## config.mk

```make
export PLATFORM = sky130hd
export DESIGN_NAME = nibble_serial_adder
export DESIGN_NICKNAME = d
export VERILOG_FILES = /design/src/rtl/nibble_serial_adder_pkg.sv /design/src/rtl/nibble_serial_adder_cla_4.sv /design/src/rtl/nibble_serial_adder.sv
export SDC_FILE = /design/constraint.sdc
export NUM_CORES = 1
export LEC_CHECK = 0
export CAP_MARGIN = 0
export CELL_PAD_IN_SITES_DETAIL_PLACEMENT = 0
export CELL_PAD_IN_SITES_GLOBAL_PLACEMENT = 1
export CORE_ASPECT_RATIO = 1.5
export CORE_UTILIZATION = 34
export CTS_CLUSTER_DIAMETER = 40
export CTS_CLUSTER_SIZE = 12
export DETAILED_ROUTE_END_ITERATION = 10
export HOLD_SLACK_MARGIN = 0.12
export PLACE_DENSITY = 0.86
export SYNTH_ARGS = -nofsm -noshare
export SYNTH_HDL_FRONTEND = slang
export SYNTH_SLANG_ARGS = --single-unit
```

## constraint.sdc

```tcl
create_clock -name clk -period 2.63 [get_ports clk]
set_clock_uncertainty 0.2 [all_clocks]
set_input_delay 0.526 -clock clk [delete_from_list [all_inputs] [get_ports clk]]
set_output_delay 0.526 -clock clk [all_outputs]
set_load 0.01 [all_outputs]
```

## src/rtl/nibble_serial_adder_pkg.sv

```systemverilog
// rtl/nibble_serial_adder_pkg.sv - shared state encodings and slice width for the nibble-serial adder
//
// Purpose: constants shared by the nibble-serial adder top and its slice.
// Ports:   none (package).
package nibble_serial_adder_pkg;

    localparam int NIBBLE_W = 4;

    typedef enum logic [1:0] {
        ST_IDLE = 2'd0,
        ST_RUN  = 2'd1,
        ST_DONE = 2'd2
    } state_t;

endpackage

```

## src/rtl/nibble_serial_adder_cla_4.sv

```systemverilog
// rtl/nibble_serial_adder_cla_4.sv - 4-bit carry-lookahead adder slice
//
// Purpose: purely combinational 4-bit add with lookahead carries.
// Ports:
//   i_a, i_b  4-bit operands
//   i_cin     carry into bit 0
//   o_sum     4-bit sum
//   o_cout    carry out of bit 3
module cla_4 (
    input  logic [3:0] i_a,
    input  logic [3:0] i_b,
    input  logic       i_cin,
    output logic [3:0] o_sum,
    output logic       o_cout
);

    logic [3:0] w_g;
    logic [3:0] w_p;
    logic [4:0] w_c;

    assign w_g = i_a & i_b;
    assign w_p = i_a ^ i_b;

    // Every carry is expanded from generate/propagate terms so none of them
    // waits on the carry of the bit below.
    assign w_c[0] = i_cin;
    assign w_c[1] = w_g[0] | (w_p[0] & i_cin);
    assign w_c[2] = w_g[1] | (w_p[1] & w_g[0]) | (w_p[1] & w_p[0] & i_cin);
    assign w_c[3] = w_g[2] | (w_p[2] & w_g[1]) | (w_p[2] & w_p[1] & w_g[0])
                  | (w_p[2] & w_p[1] & w_p[0] & i_cin);
    assign w_c[4] = w_g[3] | (w_p[3] & w_g[2]) | (w_p[3] & w_p[2] & w_g[1])
                  | (w_p[3] & w_p[2] & w_p[1] & w_g[0])
                  | (w_p[3] & w_p[2] & w_p[1] & w_p[0] & i_cin);

    assign o_sum  = w_p ^ w_c[3:0];
    assign o_cout = w_c[4];

endmodule

```

## src/rtl/nibble_serial_adder.sv

```systemverilog
// rtl/nibble_serial_adder.sv - multi-cycle add/sub that pushes one nibble per cycle through a single cla_4
//
// Purpose: WIDTH-bit A+B+cin or A-B, least-significant nibble first, carry
//          held in a register between passes; valid/ready on both sides.
// Ports:
//   clk, rst                    clock, synchronous active-high reset
//   in_valid / in_ready         operand handshake
//   in_a, in_b, in_cin, in_sub  operands, carry-in (add only), subtract select
//   out_valid / out_ready       result handshake
//   out_sum, out_cout, out_ovf  result, final carry (0 = borrow on subtract), signed overflow
module nibble_serial_adder
    import nibble_serial_adder_pkg::*;
#(
    parameter int WIDTH = 16
) (
    input  logic             clk,
    input  logic             rst,
    input  logic             in_valid,
    output logic             in_ready,
    input  logic [WIDTH-1:0] in_a,
    input  logic [WIDTH-1:0] in_b,
    input  logic             in_cin,
    input  logic             in_sub,
    output logic             out_valid,
    input  logic             out_ready,
    output logic [WIDTH-1:0] out_sum,
    output logic             out_cout,
    output logic             out_ovf
);

    localparam int NIBBLES = WIDTH / NIBBLE_W;
    localparam int IDXW    = (NIBBLES > 1) ? $clog2(NIBBLES) : 1;
    localparam logic [IDXW-1:0] LAST_IDX = IDXW'(NIBBLES - 1);

    state_t           r_state;
    logic [WIDTH-1:0] r_a;
    logic [WIDTH-1:0] r_b;
    logic [WIDTH-1:0] r_sum;
    logic [IDXW-1:0]  r_idx;
    logic             r_carry;
    logic             r_in_ready;
    logic             r_out_valid;
    logic             r_cout;
    logic             r_ovf;

    logic [IDXW+1:0]  w_shamt;
    logic [3:0]       w_a_nib;
    logic [3:0]       w_b_nib;
    logic [3:0]       w_slice_sum;
    logic             w_slice_cout;
    logic [WIDTH-1:0] w_sum_mask;
    logic [WIDTH-1:0] w_sum_ins;

    // Bit offset of the current nibble; shifts avoid a variable part-select.
    assign w_shamt    = {r_idx, 2'b00};
    assign w_a_nib    = 4'(r_a >> w_shamt);
    assign w_b_nib    = 4'(r_b >> w_shamt);
    assign w_sum_mask = WIDTH'(4'hF) << w_shamt;
    assign w_sum_ins  = WIDTH'(w_slice_sum) << w_shamt;

    cla_4 u_cla_4 (
        .i_a    (w_a_nib),
        .i_b    (w_b_nib),
        .i_cin  (r_carry),
        .o_sum  (w_slice_sum),
        .o_cout (w_slice_cout)
    );

    always_ff @(posedge clk) begin
        if (rst) begin
            r_state     <= ST_IDLE;
            r_a         <= '0;
            r_b         <= '0;
            r_sum       <= '0;
            r_idx       <= '0;
            r_carry     <= 1'b0;
            r_in_ready  <= 1'b1;
            r_out_valid <= 1'b0;
            r_cout      <= 1'b0;
            r_ovf       <= 1'b0;
        end else begin
            case (r_state)
                ST_IDLE: begin
                    // in_ready is high throughout IDLE, so in_valid alone is the handshake.
                    if (in_valid) begin
                        r_a        <= in_a;
                        // Subtract is A + ~B + 1: invert B here and force the carry.
                        r_b        <= in_sub ? ~in_b : in_b;
                        r_carry    <= in_sub | in_cin;
                        r_idx      <= '0;
                        r_in_ready <= 1'b0;
                        r_state    <= ST_RUN;
                    end
                end
                ST_RUN: begin
                    r_sum   <= (r_sum & ~w_sum_mask) | w_sum_ins;
                    r_carry <= w_slice_cout;
                    if (r_idx == LAST_IDX) begin
                        r_idx       <= '0;
                        r_cout      <= w_slice_cout;
                        // Overflow judged against the post-inversion B so it holds for subtract too.
                        r_ovf       <= (r_a[WIDTH-1] == r_b[WIDTH-1]) &&
                                       (w_slice_sum[3] != r_a[WIDTH-1]);
                        r_out_valid <= 1'b1;
                        r_state     <= ST_DONE;
                    end else begin
                        r_idx <= r_idx + 1'b1;
                    end
                end
                ST_DONE: begin
                    if (out_ready) begin
                        r_out_valid <= 1'b0;
                        r_in_ready  <= 1'b1;
                        r_state     <= ST_IDLE;
                    end
                end
                default: begin
                    r_out_valid <= 1'b0;
                    r_in_ready  <= 1'b1;
                    r_state     <= ST_IDLE;
                end
            endcase
        end
    end

    assign in_ready  = r_in_ready;
    assign out_valid = r_out_valid;
    assign out_sum   = r_sum;
    assign out_cout  = r_cout;
    assign out_ovf   = r_ovf;

endmodule

```

==> results.json, run 1 <==
{
  "outcome": "finished clean",
  "worstPathCellList": "mux4_2, ha_4, a41oi_2, o21ai_2, xnor2_1, or3_1, a311oi_1",
  "die_h_um": 108,
  "layout_common_cells": "clkdlybuf4s50_1, dfxtp_1, nand2_1",
  "fin_crit_ps": 2490,
  "power.switching_uw": 528,
  "worst_pin_slew_ps": 575,
  "hp-class": "flip-flop to flip-flop",
  "rsz0062_at_grt": "no",
  "vdd_drop_max_uv": 365,
  "grt_pass1_vias": 2033,
  "worstSetupPathType": "flip-flop to flip-flop",
  "synth_nets": 321,
  "core_area_um2": 7230,
  "end_kind": "flip-flop",
  "final_nets": 380,
  "synthFlopType": "dfxtp_1",
  "gp_congestion": 0.780,
  "wirelength_um": 5770,
  "vias": 2121,
  "cts.sink_count": 57,
  "clk_path_buf_depth": 2,
  "p_per_area_nw_per_um2": 577,
  "critical_path_required_ps": 2680,
  "initial_core_util_pct": 35.1,
  "top_level_ports": 58,
  "crit_arrival_ps": 2540,
  "syn-cell-area_um2": 2530,
  "clk_pin_slew_ps": 60,
  "layout_commonest_cell": "clkdlybuf4s50_1",
  "path_max_fanout": 6,
  "grt_pass1_wl_um": 9360,
  "fill_cells": 719,
  "avgRoutedWirePerCell_um": 13.2,
  "critPathSlowestCell": "mux4_2",
  "slew_headroom_pct": 61.7,
  "layout_setup_ws_ps": 137,
  "final_util_pct": 47.8,
  "h-tree-depth": 3,
  "die-width_um": 72.5,
  "route.detailed.drc": 0,
  "finalMaxSlewViolations": 0,
  "worst-path-buf-inv": 0,
  "syn_area_per_cell_um2": 9.28,
  "synth_top_area_share_pct": 45.0,
  "avgViaCountPerCell": 4.85,
  "p_total_uw": 1990,
  "grt-ovfl-total": 0,
  "synthArstFlopShare_pct": 0,
  "drive_above_1_share_pct": 12.5,
  "io_buffer_count": 57,
  "yosys_warnings": 0,
  "grt_max_degree": 50,
  "cts_tree": "done",
  "n_antenna_cell": 0,
  "path_delay_family": "multiplexers",
  "post-place-ws_ps": -18.6,
  "cts_root_buffer": "clkbuf_8",
  "dr.pass1.iters": 4,
  "pwr-share-clk_pct": 34.2,
  "ys_seq_elements": 57,
  "hold_viol": 0,
  "p_int_uw": 1460,
  "syn_inst": 273,
  "cap_violations": 0,
  "swShare_pct": 26.5,
  "cts_buffers": 9,
  "multi_input_area_um2": 1350,
  "fmax_ghz": 0.401,
  "synth_edf_count": 0,
  "cpPeakStageDelay_ps": 540,
  "final.period_utilization_pct": 94.8,
  "p_seq_share_pct": 47.7,
  "clk_latency_ps": 330,
  "synth_area_leaders": "dfxtp_1, mux4_2, xnor2_1, nand2_1, a211oi_1",
  "hpwl_um": 4300,
  "antenna_found_initial": 0,
  "leakage_uw": 0.00125,
  "regArea_um2": 1150,
  "grt_usage_pct": 16.0,
  "die_area_um2": 7810,
  "drtIter0Drc": 75,
  "startpoint_type": "flip-flop",
  "synth_area_leader_cell": "dfxtp_1",
  "pwr-share-comb_pct": 18.1,
  "synth.distinct_cells": 30,
  "ant_nets": 0,
  "rows": 38,
  "syn2layout_area_growth_pct": 36.2,
  "yosysSeqAreaShare_pct": 45.0,
  "finalSetupViolCount": 0
}
synth_stat cells, types with 3 or more instances:
library cell / count
a211oi_1: 17
a21oi_1: 24
a22o_1: 8
a22oi_1: 8
buf_2: 5
clkbuf_1: 12
dfxtp_1: 57
ha_1: 9
inv_1: 3
mux4_2: 8
nand2_1: 38
nand2b_1: 5
nand3_1: 3
nor2_1: 32
nor3_1: 7
o21ai_0: 3
xnor2_1: 18
power groups by stage:
stage | combinational (uW) | sequential [uW] | clock (uW)
final | 361 | 949 | 680
after CTS | 347 | 949 | 696
after floorplan | 214 | 959 | 0
after detailed placement | 340 | 968 | 0
after global placement | 331 | 966 | 0
after global routing | 396 | 955 | 732
registers in the layout (all words and copies together), names as in the netlist:
| register | cells |
|---|---|
| in_ready | 1 |
| out_cout | 1 |
| out_ovf | 1 |
| out_sum | 16 |
| out_valid | 1 |
| r_a | 16 |
| r_b | 16 |
| r_carry | 1 |
| r_idx | 2 |
| r_state | 2 |
metal layers:
| metal | vias up | track usage, % | wire [um] |
|---|---|---|---|
| met5 | - | 0 | 0 |
| met2 | 53 | 27.8 | 3040 |
| met1 | 977 | 17.3 | 2330 |
| li1 | 1079 | - | - |
| met4 | 0 | 8.12 | 202 |
| met3 | 12 | 4.87 | 202 |
through the flow:
step	cells	setup TNS [ps]	hold slack [ps]	cell area (um2)
6_report	437	0	259	3450
5_1_grt	437	0	289	3450
4_1_cts	435	0	262	3400
3_5_place_dp	419	-18.6	253	3220
3_3_place_gp	419	0	246	3220
2_1_floorplan	273	0	233	2550
area by class of cell:
| cell class | count | share of cell area [%] |
|---|---|---|
| Tap cell | 100 | 3.62 |
| Multi-Input combinational cell | 194 | 39.0 |
| Sequential cell | 57 | 33.2 |
| Inverter | 3 | 0.326 |
| Clock buffer | 12 | 4.20 |
| Clock inverter | 4 | 0.580 |
| Timing Repair Buffer | 67 | 19.0 |
tightest hold or removal path, stage by stage (launching register included):
cell     delay, ps
dfxtp_1        310
nand2_1         50
a21oi_1         50
logic make-up after synthesis:
logic type | count (synthesis) | share of synthesized area [%]
simple gates | 91 | 15.1
mux | 8 | 7.11
flops | 57 | 45.0
compound gates | 66 | 17.3
xor+xnor | 19 | 6.57
buf+inv | 22 | 3.65
fa+ha+maj | 10 | 5.23
repair_timing:
item                                    4_1_cts  5_1_grt
hold buffers                                  0        0
buffers inserted                              0        2
resized for setup                             1        4
endpoints found under the setup margin        1        5
gates cloned                                  0        0
path summary, 6_finish.rpt:
path / from / end / slack [ps] / depth (start not counted)
worst max register to register: r_idx[0]$_SDFFE_PP0P_ / out_ovf$_SDFFE_PP0P_ / 140 / 7
worst max-delay path: r_idx[0]$_SDFFE_PP0P_ / out_ovf$_SDFFE_PP0P_ / 140 / 7
worst min-delay path: r_a[12]$_SDFFE_PP0P_ / r_a[12]$_SDFFE_PP0P_ / 260 / 2
worst min register to register: r_a[12]$_SDFFE_PP0P_ / r_a[12]$_SDFFE_PP0P_ / 260 / 2
Power figures use the tool's default switching activity.
==> run 2: changes to the inputs <==
Settings changed: CELL_PAD_IN_SITES_DETAIL_PLACEMENT 0 to not set, CELL_PAD_IN_SITES_GLOBAL_PLACEMENT 1 to not set, CORE_UTILIZATION 34 to 45, GPL_ROUTABILITY_DRIVEN set to 0.
==> results.json, run 2 (synthesis results as in run 1) <==
{
  "outcome": "finished clean",
  "fin_hold_ws_ps": 263,
  "grt-ovfl-total": 0,
  "cap_violations": 0,
  "reg2regPathDepth": 8,
  "avgRoutedWirePerCell_um": 14.2,
  "core_area_um2": 5450,
  "rows": 33,
  "startpoint_type": "flip-flop",
  "route.detailed.drc": 0,
  "fmax_ghz": 0.398,
  "final_util_pct": 63.3,
  "final.period_utilization_pct": 95.6,
  "hpwl_um": 4230,
  "path_max_fanout": 8,
  "h-tree-depth": 3,
  "end_kind": "flip-flop",
  "ant_nets": 0,
  "worstSetupPathType": "flip-flop to flip-flop",
  "layout_commonest_cell": "clkdlybuf4s50_1",
  "critical_path_required_ps": 2680,
  "leakage_uw": 0.00126,
  "syn2layout_area_growth_pct": 36.1,
  "cts.sink_count": 57,
  "drtIter0Drc": 99,
  "setup_tns_ps": 0,
  "antenna_found_initial": 0,
  "cts_buffers": 9,
  "holdPathStages": 2,
  "layout_common_cells": "clkdlybuf4s50_1, dfxtp_1, nand2_1",
  "clk_latency_ps": 340,
  "io_buffer_count": 57,
  "finalSetupViolCount": 0,
  "grt_pass1_vias": 2163,
  "slew_headroom_pct": 59.6,
  "fin_crit_ps": 2510,
  "die_h_um": 93.9,
  "avgViaCountPerCell": 5.32,
  "cts_tree": "done",
  "die_area_um2": 5940,
  "fill_cells": 456,
  "clk_pin_slew_ps": 60,
  "post-place-ws_ps": 39.6,
  "layout_setup_ws_ps": 116,
  "place_area_um2": 3210,
  "grt_pass1_wl_um": 9320,
  "p_per_area_nw_per_um2": 585,
  "cts_root_buffer": "clkbuf_8",
  "final_nets": 383,
  "cts_hold_buf": 0,
  "stdcell_area_um2": 3450,
  "dr.pass1.iters": 4,
  "hold_viol": 0,
  "grt_usage_pct": 21.2,
  "finalMaxSlewViolations": 0,
  "drive_above_1_share_pct": 13.0,
  "vdd_drop_max_uv": 402,
  "die-width_um": 63.3,
  "clk_path_buf_depth": 2,
  "hp-class": "flip-flop to flip-flop",
  "top_level_ports": 58,
  "crit_arrival_ps": 2560,
  "worst_pin_slew_ps": 602,
  "grt_max_degree": 35,
  "initial_core_util_pct": 46.5,
  "vias": 2170,
  "wirelength_um": 5780,
  "n_antenna_cell": 0
}
run 2: changes by cell type in the layout (fill, tap and decap cells not counted), sizes merged:
cell	previous run	this run
clkinv	4	0
buf	11	14
clkbuf	12	14
run 2: through the flow:
stage,cells,power [uW]
floorplan,273,1170
detailed placement,390,1320
finish,408,2020
global placement,390,1300
global route,408,2120
CTS,405,2000
run 2: cell type report:
cell class	count	area [um2]	share of cell area, %
Timing Repair Buffer	70	688	19.9
Tap cell	70	87.6	2.54
Inverter	3	11.3	0.326
Sequential cell	57	1150	33.2
Multi-Input combinational cell	194	1350	39.2
Clock buffer	14	163	4.72
run 2: path summary, 6_finish.rpt:
| path | to | from | slack, ps |
|---|---|---|---|
| worst max-delay path | out_ovf$_SDFFE_PP0P_ | r_idx[0]$_SDFFE_PP0P_ | 120 |
| worst min-delay path | r_a[4]$_SDFFE_PP0P_ | r_a[4]$_SDFFE_PP0P_ | 260 |
| worst max register to register | out_ovf$_SDFFE_PP0P_ | r_idx[0]$_SDFFE_PP0P_ | 120 |
| worst min register to register | r_a[4]$_SDFFE_PP0P_ | r_a[4]$_SDFFE_PP0P_ | 260 |
run 2: what timing repair did:
item	4_1_cts	5_1_grt
hold endpoints to repair	0	0
setup endpoints to repair	1	5
gates resized for setup	0	6
cloned	0	0
setup buffers	1	3
pin swaps	0	2
run 2: critical path, cell delays in order, from the launching register on:
cell and delay (ps):
dfxtp_4 410, mux4_2 560, buf_4 170, ha_2 170, a21oi_2 130, o21ai_2 80, xnor2_1 150, or3_1 300
a311oi_1 240
run 2: power breakdown:
group          switching (uW)  internal [uW]
clock                     305            383
combinational             179            199
sequential               35.9            915
total                     520           1500
run 2: layer usage:
layer	up-vias	part of all wire (%)	global-route usage (%)
met2	67	55	38.1
met1	1004	37	20.4
met4	0	4.4	14.6
li1	1075	-	-
met3	24	3.8	6.31
met5	-	0	0
==> run 3: changes to the inputs <==
Settings changed: CAP_MARGIN 0 to 15.
==> results of run 3 <==
Final layout, timing and power as in run 2 (identical DEF).
